File: config.mk
export PLATFORM = sky130hd
export DESIGN_NAME = mac_r_gmii_flat
export DESIGN_NICKNAME = d
export VERILOG_FILES = /design/src/rtl/mac_r_gmii_if.sv /design/src/rtl/mac_r_gmii.sv /design/src/flat_wrapper.sv
export SDC_FILE = /design/constraint.sdc
export NUM_CORES = 1
export LEC_CHECK = 0
export BUFFER_PORTS_ARGS = -buffer_cell sky130_fd_sc_hd__buf_2
export CORE_MARGIN = 4
export CORE_UTILIZATION = 50
export DETAILED_ROUTE_END_ITERATION = 6
export PLACE_DENSITY = 0.72
export SETUP_SLACK_MARGIN = 0.05
export SYNTH_ARGS = -nofsm -noshare
export SYNTH_HDL_FRONTEND = slang
export SYNTH_SLANG_ARGS = --single-unit
File: constraint.sdc
create_clock -name clk -period 6.75 [get_ports clk]
set_clock_uncertainty 0.2 [all_clocks]
set_input_delay 0 -clock clk [delete_from_list [all_inputs] [get_ports clk]]
set_output_delay 0 -clock clk [all_outputs]
set_load 0.02 [all_outputs]
File: src/rtl/mac_r_gmii_if.sv
// ============================================================================
// Module   : mac_r_gmii_if
// Purpose  : Ingress FIFO side of the receive MAC. Carries the byte-write
//            strobe/data toward the data FIFO, the status-word write toward
//            the pointer FIFO, the per-frame drop pulse, and the two
//            back-pressure inputs returned by the FIFOs.
// Modports : master - the receive MAC (drives writes, samples bp/full)
//            slave  - the ingress FIFOs (sample writes, drive bp/full)
// Revision : 1.0  initial release
// ============================================================================
`default_nettype none

interface mac_r_gmii_if;
    logic        bp;
    logic        ptr_fifo_full;
    logic        data_fifo_wr;
    logic [7:0]  data_fifo_dout;
    logic        ptr_fifo_wr;
    logic [15:0] ptr_fifo_dout;
    logic        frame_drop;

    modport master (
        input  bp, ptr_fifo_full,
        output data_fifo_wr, data_fifo_dout, ptr_fifo_wr, ptr_fifo_dout, frame_drop
    );

    modport slave (
        output bp, ptr_fifo_full,
        input  data_fifo_wr, data_fifo_dout, ptr_fifo_wr, ptr_fifo_dout, frame_drop
    );
endinterface

`default_nettype wire

File: src/rtl/mac_r_gmii.sv
// ============================================================================
// Module   : mac_r_gmii
// Purpose  : Receive MAC. Accepts GMII bytes or MII nibbles, strips the
//            preamble/SFD, writes frame bytes (FCS included) to the ingress
//            data FIFO and one 16-bit status/length word per accepted frame
//            to the pointer FIFO.
// Ports    : clk, rstn        receive clock, async active-low reset
//            speed[1:0]       speed[1]=1 GMII byte mode, else MII nibbles
//            rx_dv/rx_er/rx_d PHY receive interface
//            fifo_if          ingress FIFO side (mac_r_gmii_if.master)
// Status   : [15] crc_err [14] len_err [13] rx_er seen [12] MII dribble
//            [11] 0 [10:0] length in bytes including FCS
// Config   : define MAC_R_CRC_CHECK_EN to build the FCS checker; otherwise
//            status bit 15 is tied to 0.
// Revision : 1.0  initial release
// ============================================================================
`default_nettype none

module mac_r_gmii #(
    parameter int DELAY   = 2,
    parameter int MAX_LEN = 1518,
    parameter int MIN_LEN = 64
) (
    input  wire logic        clk,
    input  wire logic        rstn,
    input  wire logic [1:0]  speed,
    input  wire logic        rx_dv,
    input  wire logic        rx_er,
    input  wire logic [7:0]  rx_d,
    mac_r_gmii_if.master     fifo_if
);

    // DELAY only matters to harnesses that model clock-to-q; this body applies none.
    localparam int          c_unused_delay = DELAY;
    localparam logic [10:0] c_MIN_LEN = 11'(MIN_LEN);
    localparam logic [10:0] c_MAX_LEN = 11'(MAX_LEN);
    localparam logic [10:0] c_LEN_SAT = 11'h7FF;

    localparam logic [2:0] c_ST_IDLE = 3'd0;
    localparam logic [2:0] c_ST_PRE  = 3'd1;
    localparam logic [2:0] c_ST_DATA = 3'd2;
    localparam logic [2:0] c_ST_DROP = 3'd3;
    localparam logic [2:0] c_ST_STAT = 3'd4;

    // Only speed[1] distinguishes byte from nibble mode.
    wire w_unused_speed = speed[0];

    logic        r_dv, r_er;
    logic [7:0]  r_d;
    logic        r_phase;        // 1: a low nibble is held, waiting for its pair
    logic [3:0]  r_lo;
    logic [2:0]  r_state;
    logic        r_gmii;
    logic [10:0] r_len;
    logic        r_ovf, r_er_flag, r_dribble;
    logic        r_data_wr, r_ptr_wr, r_drop;
    logic [7:0]  r_data_dout;
    logic [15:0] r_ptr_dout;

    logic        w_gmii, w_bv, w_sfd_ok, w_byte_wr, w_crc_err, w_len_err;
    logic [7:0]  w_byte;
    logic [15:0] w_status;

    // Input stage and nibble assembler. Phase is forced to 0 whenever dv is
    // low, so every frame starts on a low nibble.
    always_ff @(posedge clk or negedge rstn) begin
        if (!rstn) begin
            r_dv    <= 1'b0;
            r_er    <= 1'b0;
            r_d     <= 8'h00;
            r_phase <= 1'b0;
            r_lo    <= 4'h0;
        end else begin
            r_dv <= rx_dv;
            r_er <= rx_er;
            r_d  <= rx_d;
            if (r_dv) begin
                r_phase <= ~r_phase;
                if (!r_phase) r_lo <= r_d[3:0];
            end else begin
                r_phase <= 1'b0;
            end
        end
    end

    // Mode follows the pin while idle and is frozen for the rest of the frame.
    assign w_gmii    = (r_state == c_ST_IDLE) ? speed[1] : r_gmii;
    assign w_bv      = r_dv & (w_gmii | r_phase);
    assign w_byte    = w_gmii ? r_d : {r_d[3:0], r_lo};
    assign w_sfd_ok  = (r_state == c_ST_PRE) & w_bv & (w_byte == 8'hD5)
                     & ~(fifo_if.bp | fifo_if.ptr_fifo_full);
    assign w_byte_wr = (r_state == c_ST_DATA) & w_bv & (r_len != c_LEN_SAT);

`ifdef MAC_R_CRC_CHECK_EN
    logic [31:0] r_crc;

    // Reflected CRC-32, one byte per call, LSB of the byte first.
    function automatic logic [31:0] f_crc8(input logic [31:0] c, input logic [7:0] d);
        logic [31:0] v;
        v = c;
        for (int i = 0; i < 8; i++) begin
            v = (v >> 1) ^ ((v[0] ^ d[i]) ? 32'hEDB88320 : 32'h0000_0000);
        end
        return v;
    endfunction

    always_ff @(posedge clk or negedge rstn) begin
        if (!rstn) begin
            r_crc <= 32'hFFFF_FFFF;
        end else if (w_sfd_ok) begin
            r_crc <= 32'hFFFF_FFFF;
        end else if (w_byte_wr) begin
            r_crc <= f_crc8(r_crc, w_byte);
        end
    end

    // Running the FCS through the register leaves this fixed residue.
    assign w_crc_err = (r_crc != 32'hDEBB20E3);
`else
    assign w_crc_err = 1'b0;
`endif

    assign w_len_err = r_ovf | (r_len < c_MIN_LEN) | (r_len > c_MAX_LEN);
    assign w_status  = {w_crc_err, w_len_err, r_er_flag, r_dribble, 1'b0, r_len};

    always_ff @(posedge clk or negedge rstn) begin
        if (!rstn) begin
            r_state     <= c_ST_IDLE;
            r_gmii      <= 1'b0;
            r_len       <= 11'd0;
            r_ovf       <= 1'b0;
            r_er_flag   <= 1'b0;
            r_dribble   <= 1'b0;
            r_data_wr   <= 1'b0;
            r_data_dout <= 8'h00;
            r_ptr_wr    <= 1'b0;
            r_ptr_dout  <= 16'h0000;
            r_drop      <= 1'b0;
        end else begin
            r_data_wr <= 1'b0;
            r_ptr_wr  <= 1'b0;
            r_drop    <= 1'b0;
            case (r_state)
                c_ST_IDLE: begin
                    r_gmii <= speed[1];
                    if (w_bv) r_state <= (w_byte == 8'h55) ? c_ST_PRE : c_ST_DROP;
                end
                c_ST_PRE: begin
                    if (!r_dv) begin
                        r_state <= c_ST_IDLE;
                    end else if (w_bv && w_byte != 8'h55) begin
                        if (w_sfd_ok) begin
                            r_len     <= 11'd0;
                            r_ovf     <= 1'b0;
                            r_er_flag <= 1'b0;
                            r_dribble <= 1'b0;
                            r_state   <= c_ST_DATA;
                        end else begin
                            // Only a blocked SFD counts as a dropped frame.
                            r_drop  <= (w_byte == 8'hD5);
                            r_state <= c_ST_DROP;
                        end
                    end
                end
                c_ST_DATA: begin
                    if (r_er) r_er_flag <= 1'b1;
                    if (!r_dv) begin
                        r_dribble <= ~r_gmii & r_phase;
                        r_state   <= c_ST_STAT;
                    end else if (w_byte_wr) begin
                        r_data_wr   <= 1'b1;
                        r_data_dout <= w_byte;
                        r_len       <= r_len + 11'd1;
                    end else if (w_bv) begin
                        r_ovf <= 1'b1;
                    end
                end
                c_ST_STAT: begin
                    r_ptr_wr   <= 1'b1;
                    r_ptr_dout <= w_status;
                    r_state    <= c_ST_IDLE;
                end
                c_ST_DROP: begin
                    if (!r_dv) r_state <= c_ST_IDLE;
                end
                default: r_state <= c_ST_IDLE;
            endcase
        end
    end

    assign fifo_if.data_fifo_wr   = r_data_wr;
    assign fifo_if.data_fifo_dout = r_data_dout;
    assign fifo_if.ptr_fifo_wr    = r_ptr_wr;
    assign fifo_if.ptr_fifo_dout  = r_ptr_dout;
    assign fifo_if.frame_drop     = r_drop;

endmodule

`default_nettype wire

File: src/flat_wrapper.sv
// flat-port wrapper written by rule: the top's interface ports become plain ports
module mac_r_gmii_flat 
#(
    parameter int DELAY   = 2,
    parameter int MAX_LEN = 1518,
    parameter int MIN_LEN = 64
)
  (clk, rstn, speed, rx_dv, rx_er, rx_d, fifo_if_bp, fifo_if_ptr_fifo_full, fifo_if_data_fifo_wr, fifo_if_data_fifo_dout, fifo_if_ptr_fifo_wr, fifo_if_ptr_fifo_dout, fifo_if_frame_drop);
  mac_r_gmii_if fifo_if_i ();
  input  wire logic clk;
  input  wire logic rstn;
  input  wire logic [1:0] speed;
  input  wire logic rx_dv;
  input  wire logic rx_er;
  input  wire logic [7:0] rx_d;
  input wire logic [$bits(fifo_if_i.bp)-1:0] fifo_if_bp;
  input wire logic [$bits(fifo_if_i.ptr_fifo_full)-1:0] fifo_if_ptr_fifo_full;
  output wire logic [$bits(fifo_if_i.data_fifo_wr)-1:0] fifo_if_data_fifo_wr;
  output wire logic [$bits(fifo_if_i.data_fifo_dout)-1:0] fifo_if_data_fifo_dout;
  output wire logic [$bits(fifo_if_i.ptr_fifo_wr)-1:0] fifo_if_ptr_fifo_wr;
  output wire logic [$bits(fifo_if_i.ptr_fifo_dout)-1:0] fifo_if_ptr_fifo_dout;
  output wire logic [$bits(fifo_if_i.frame_drop)-1:0] fifo_if_frame_drop;
  assign fifo_if_i.bp = fifo_if_bp;
  assign fifo_if_i.ptr_fifo_full = fifo_if_ptr_fifo_full;
  assign fifo_if_data_fifo_wr = fifo_if_i.data_fifo_wr;
  assign fifo_if_data_fifo_dout = fifo_if_i.data_fifo_dout;
  assign fifo_if_ptr_fifo_wr = fifo_if_i.ptr_fifo_wr;
  assign fifo_if_ptr_fifo_dout = fifo_if_i.ptr_fifo_dout;
  assign fifo_if_frame_drop = fifo_if_i.frame_drop;
  mac_r_gmii #(.DELAY(DELAY), .MAX_LEN(MAX_LEN), .MIN_LEN(MIN_LEN)) u_core (.clk(clk), .rstn(rstn), .speed(speed), .rx_dv(rx_dv), .rx_er(rx_er), .rx_d(rx_d), .fifo_if(fifo_if_i));
endmodule
[Word-level counts from Yosys, hierarchy flattened]
Index checks and enable logic that the tools add are counted.
Operators by class
  add/subtract/negate cells: 1
  magnitude comparators: 2
  equality and inequality tests: 20
  multiplexer cells: 36
  bitwise logic cells: 14
  reduce and logical (&&, ||, !) cells: 10
Operators with widths (count)
  11-bit two-way mux: 5
  11-bit one-hot mux with 2 select lines: 1
  1-bit two-way mux: 19
  3-bit two-way mux: 5
  2-bit by 1-bit inequality test with 1-bit output (second input constant): 7
  3-bit one-hot mux with 4 select lines: 1
  11-bit by 1-bit adder with 11-bit output (second input constant): 1
  11-bit greater-than comparator (second input constant): 1
  11-bit by 7-bit < comparator with 1-bit output (second input constant): 1
  11-bit inequality test (second input constant): 1
  5-bit AND reduction: 2
  8-bit by 7-bit == test with 1-bit output (second input constant): 1
  8-bit == test (second input constant): 1
  8-bit two-way mux: 1
  2-bit inequality test (second input constant): 4
  8-bit by 7-bit inequality test with 1-bit output (second input constant): 1
  1-bit bitwise AND: 7
  7-bit AND reduction: 1
  3-bit by 2-bit == test with 1-bit output (second input constant): 2
  1-bit one-hot mux with 2 select lines: 3
  6-bit AND reduction: 1
  1-bit bitwise OR: 4
  4-bit AND reduction: 1
  3-bit by 1-bit == test with 1-bit output (second input constant): 1
  other kinds (9): 11
Word-level totals
  flip-flop bits (word level): 58
  bits of input ports: 16
  output and inout port bits: 27
  word-level logic and storage cells: 99

[Longest topological paths before layout]
  depth in word-level cells: 11
  depth in mapped cells: 8
  depth with buffers taken out: 7

[Least setup slack after synthesis]
Ideal clock, no wire load.
  path kind: register to register
  start point: register u_core.r_state[2]
  end point: register u_core.r_len[1]
  setup time: 0.125 ns
  arrival time: 1.798 ns
  data required time: 6.425 ns
  path slack: 4.627 ns
  cell stages (with the launch flop): 7
  buffers on the path: 1
  period minus slack after synthesis: 2.123 ns
  path through: dfrtp_1 nand4bb_4 a2111oi_4 a32o_2 or2_1 buf_6 mux2_4
On the way
  word-level cells in the longest chain between the ends: 9
  elaborated cells on any way between the ends: 23
  those cells by class: eq/ne (9); mux (3); bitwise (7); reduce/logical (4)
RTL lines
  start, declared: RTL line mac_r_gmii.sv:52  | logic [2:0] r_state;
  start signal, assigned: RTL line mac_r_gmii.sv:128  | r_state <= c_ST_IDLE;
  start signal, assigned: RTL line mac_r_gmii.sv:146  | if (w_bv) r_state <= (w_byte == 8'h55) ? c_ST_PRE : c_ST_DROP;
  start signal, assigned: RTL line mac_r_gmii.sv:150  | r_state <= c_ST_IDLE;
  3-bit logical NOT: RTL line mac_r_gmii.sv:87  | assign w_gmii = (r_state == c_ST_IDLE) ? speed[1] : r_gmii;
  1-bit two-way mux: RTL line mac_r_gmii.sv:87
  1-bit bitwise OR: RTL line mac_r_gmii.sv:88  | assign w_bv = r_dv & (w_gmii | r_phase);
  1-bit bitwise AND: RTL line mac_r_gmii.sv:88
  1-bit bitwise AND (2 in a row): RTL line mac_r_gmii.sv:90  | assign w_sfd_ok = (r_state == c_ST_PRE) & w_bv & (w_byte == 8'hD5)
  1-bit bitwise AND: RTL line mac_r_gmii.sv:91  | & ~(fifo_if.bp | fifo_if.ptr_fifo_full);
  2-bit by 1-bit inequality test with 1-bit output (no line)
  6-bit AND reduction (no line)
  end signal, assigned: RTL line mac_r_gmii.sv:173  | r_len <= r_len + 11'd1;
  end, declared: RTL line mac_r_gmii.sv:54  | logic [10:0] r_len;
Several ways; a longest one is shown, not always the timed one.
A chain may end at the register's enable or synchronous reset.

[Worst setup path in the final report]
  start point: register u_core.r_d[1]
  end point: register u_core.r_len[1]
On the way
  word-level cells in the longest chain between the ends: 6
  elaborated cells on any way between the ends: 9
  those cells by class: eq/ne (4); mux (1); bitwise (2); reduce/logical (2)
RTL lines
  start, declared: RTL line mac_r_gmii.sv:49  | logic [7:0] r_d;
  start signal, assigned: RTL line mac_r_gmii.sv:76  | r_d <= rx_d;
  8-bit two-way mux (*): RTL line mac_r_gmii.sv:89  | assign w_byte = w_gmii ? r_d : {r_d[3:0], r_lo};
  8-bit == test: RTL line mac_r_gmii.sv:90
  1-bit bitwise AND: RTL line mac_r_gmii.sv:90
  1-bit bitwise AND: RTL line mac_r_gmii.sv:91
  2-bit by 1-bit inequality test with 1-bit output (no line)
  6-bit AND reduction (no line) (*)
Mark *: on every way between the ends. The rest lies on a longest branch, timed or not.

==> run summary <==
- **category of the most critical setup path** reg -> reg
- **height of the die** 79.4 µm
- **highest achievable clock rate** 407 MHz
- **number of resized instances in the post-cts repair step** 0
- **r2r endpoint** u_core.r_len[1]
- **global placement routability congestion** 0.809
- **clk_lat worst skew** 330 ps
- **Die Width** 79.4 µm
- **TritonCTS clock tree** built
- **Max stage delay cell, worst path** dfrtp_1
- **result of the run** finished, final reports clean
- **number of placed I/O pins** 43
- **Initial Utilization** 52.9%
- **final hold vios** 0
- **detailed placement HPWL** 3.29 mm
- **H-tree level count** 3
- **Worst Hold Launch** rx_d[1]
- **IO Port Bufs** 39
- **maximum number of pins on one net before global-route repair** 59
- **net count reported at finish** 299
- **tightest slew margin relative to the limit** 49.1%
- **fraction of layout instances using a drive strength above 1** 28.7%
- **transition time of the tightest slew-check pin** 758 ps
- **peak ir drop on the vdd network** 241 µV
- **number of max-capacitance violations reported** 0
- **number of remaining DRC errors** 0
- **path category of the worst min-delay check** in -> reg
- **share of the clock period used by the worst path after layout** 36.4%
- **Area Growth Syn to Fin** 20.6%
- **register clock-pin slew on the reported worst setup and hold paths** 60 ps
- **number of buffers inserted to repair setup after CTS** 0
- **RSZ-0062 raised after global routing** false
- **worst endpoint required time** 6760 ps
- **Max FO, Critical Path** 8
- **die outline area** 6300 µm²
- **final setup violating endpoints** 0
- **global-route total usage across every layer** 18.6%
- **startpoint of the lowest-slack register-to-register path** u_core.r_d[1]
- **DP Worst Slack** 4330 ps
- **number of synthesized flops with an enable pin** 0
- **top_reg_cell synth** dfrtp_1
- **flop-to-flop setup slack** 4290 ps
- **number of routed nets with antenna violations** 0
- **detail-routed net length per standard cell** 14.8 µm
- **Data arrival, critical path** 2470 ps
- **Post-Route WL** 5.22 mm
- **asr flop ratio synth** 100%
- **first-pass GRT wire length** 8.91 mm
- **Critical Path Start Type** register
- **Pwr per Cell Area** 361 nW/µm²
- **synth warn** 0
- **clock tree root buffer cell** clkbuf_8
- **Pwr Total** 1110 µW
- **combined area of all synthesized cells** 2550 µm²
- **Worst Hold Path EP** u_core.r_d[1]
- **floorplan row count** 25
- **crit path cell chain** nand4bb_1 -> nor4_1 -> a32o_2 -> or2_1 -> mux2_4
- **post-layout min period** 2460 ps
- **Pins Over Slew Limit** 0
- **final cell count without fillers** 353
- **leakage power** 0.00137 µW
- **Post-Synthesis Mean Instance Area** 11.4 µm²
- **final hold slack** 111 ps
- **number of placed instances, taps included** 323
- **number of distinct library cell variants in the gate-level netlist after synthesis** 47
- **largest cells by area after synthesis** dfrtp_1 (57%), mux2_2 (8.0%), nand2_1 (3.8%)
- **Post-Synthesis Cells** 223
- **number of vias in the routed layout** 1857
- **worst hold path depth** 2
- **total negative slack** 0 ps
- **top-area cell type share of the netlist area** 56.9%
- **standard cell core area** 4820 µm²
- **initial antenna violation count** 0
- **vias in the first global route** 1787
- **drt via density** 5.26
- **DRT iter0 DRCs** 188
- **clock buffer depth** 2
- **synthesis-stage register bit count** 58
- **reg2reg path depth** 5
- **number of diodes added for antenna fixing** 0
- **sequential fraction of the synthesis area** 56.9%
- **smallest setup slack after layout** 4290 ps
- **total clock buffers created by CTS** 9
- **CP peak stage delay** 440 ps
- **crit end category** register
- **number of iterations in the first detailed-routing pass** 4
- **Clock Sinks** 58
- **post-synth top area cell** dfrtp_1
- **grt ovf** 0
report_power, final:
group	switching, µW	internal [µW]	total [µW]	leakage (µW)
clock network	124	141	266	0.0000872
logic	196	139	335	0.000591
registers	76.7	433	510	0.000694
sequential cells by signal, indices dropped and copies added, names as in the netlist, 3 cells and up:
register,count
u_core.r_d,8
u_core.fifo_if.data_fifo_dout,8
u_core.r_state,3
u_core.r_lo,4
u_core.r_len,11
u_core.fifo_if.ptr_fifo_dout,14
Yosys cell counts, drive strengths merged (2+ instances only):
library cell / number
a22o: 4
nand4bb: 3
nor2b: 2
or4: 2
nor2: 22
nand3: 3
clkbuf: 2
dfrtp: 58
nand2: 26
nand2b: 2
o22ai: 2
o21ai: 7
a21oi: 10
buf: 8
and3: 2
nor4: 4
nor3: 6
a31oi: 11
nand4: 2
a41oi: 2
mux2: 19
inv: 8
ha: 2
worst max-delay path: cells and delay by family (launching register included):
family          cells  cell delay (ps)
simple gates        3             1040
flops               1              440
mux                 1              330
compound gates      1              320
layout by cell type (no fill, tap or decap), drive strengths merged, types with 3 or more instances in the layout:
cell type	instances
a22o	4
mux2	19
nor3	6
a21oi	10
nor2	22
nand4bb	3
a31oi	11
clkinv	4
nand3	3
o21ai	7
clkbuf	13
dlygate4sd3	14
inv	8
buf	42
nand2	26
dfrtp	58
nor4	4
per-stage QoR:
step | cell area [µm²] | utilization (%)
finish | 3070 | 63.8
global route | 3070 | 63.8
CTS | 3070 | 63.8
detailed placement | 2770 | 57.5
global placement | 2770 | 57.5
floorplan | 2550 | -
what timing repair did:
item | 4_1_cts | 5_1_grt
endpoints found under the hold margin | 72 | 0
hold buffers | 14 | 0
endpoints found under the setup margin | 0 | 0
metal layers:
| layer | wire length (µm) | vias up | track usage, % |
|---|---|---|---|
| met5 | 0 | - | 0 |
| met4 | 93 | 0 | 9.79 |
| met3 | 242 | 9 | 4.74 |
| met2 | 2500 | 50 | 27.5 |
| met1 | 2380 | 888 | 25.3 |
| li1 | - | 910 | - |
area by class of cell:
type	count	area [µm²]
flip-flops and latches	58	1450
fillers	399	1740
clock inverters	3	15.0
repair buffers	56	358
inverters	9	33.8
multi-input cells	147	983
well taps	67	83.8
clock buffers	13	149
worst max-delay path by stage:
stage | from | endpoint | slack, ps | cells past startpoint
floorplan | u_core.r_state[2] | u_core.r_len[1] | 4630 | 6
global placement | u_core.r_state[2] | u_core.r_len[1] | 4340 | 5
detailed placement | u_core.r_state[2] | u_core.r_len[1] | 4330 | 5
CTS | u_core.r_state[2] | u_core.r_len[1] | 4320 | 5
global route | u_core.r_state[2] | u_core.r_len[1] | 4100 | 5
finish | u_core.r_d[1] | u_core.r_len[1] | 4290 | 5
cell families after synthesis:
group                      Yosys count  synth area share [%]
and+or+nand+nor                     81                  17.0
DFF                                 58                  56.9
AOI/OAI and AO/OA                   43                  11.8
buffers and inverters               19                  4.61
muxes                               19                  8.54
adders and majority gates            2                 0.982
other                                1                 0.147
No activity file was read; power rests on OpenSTA's default activity.
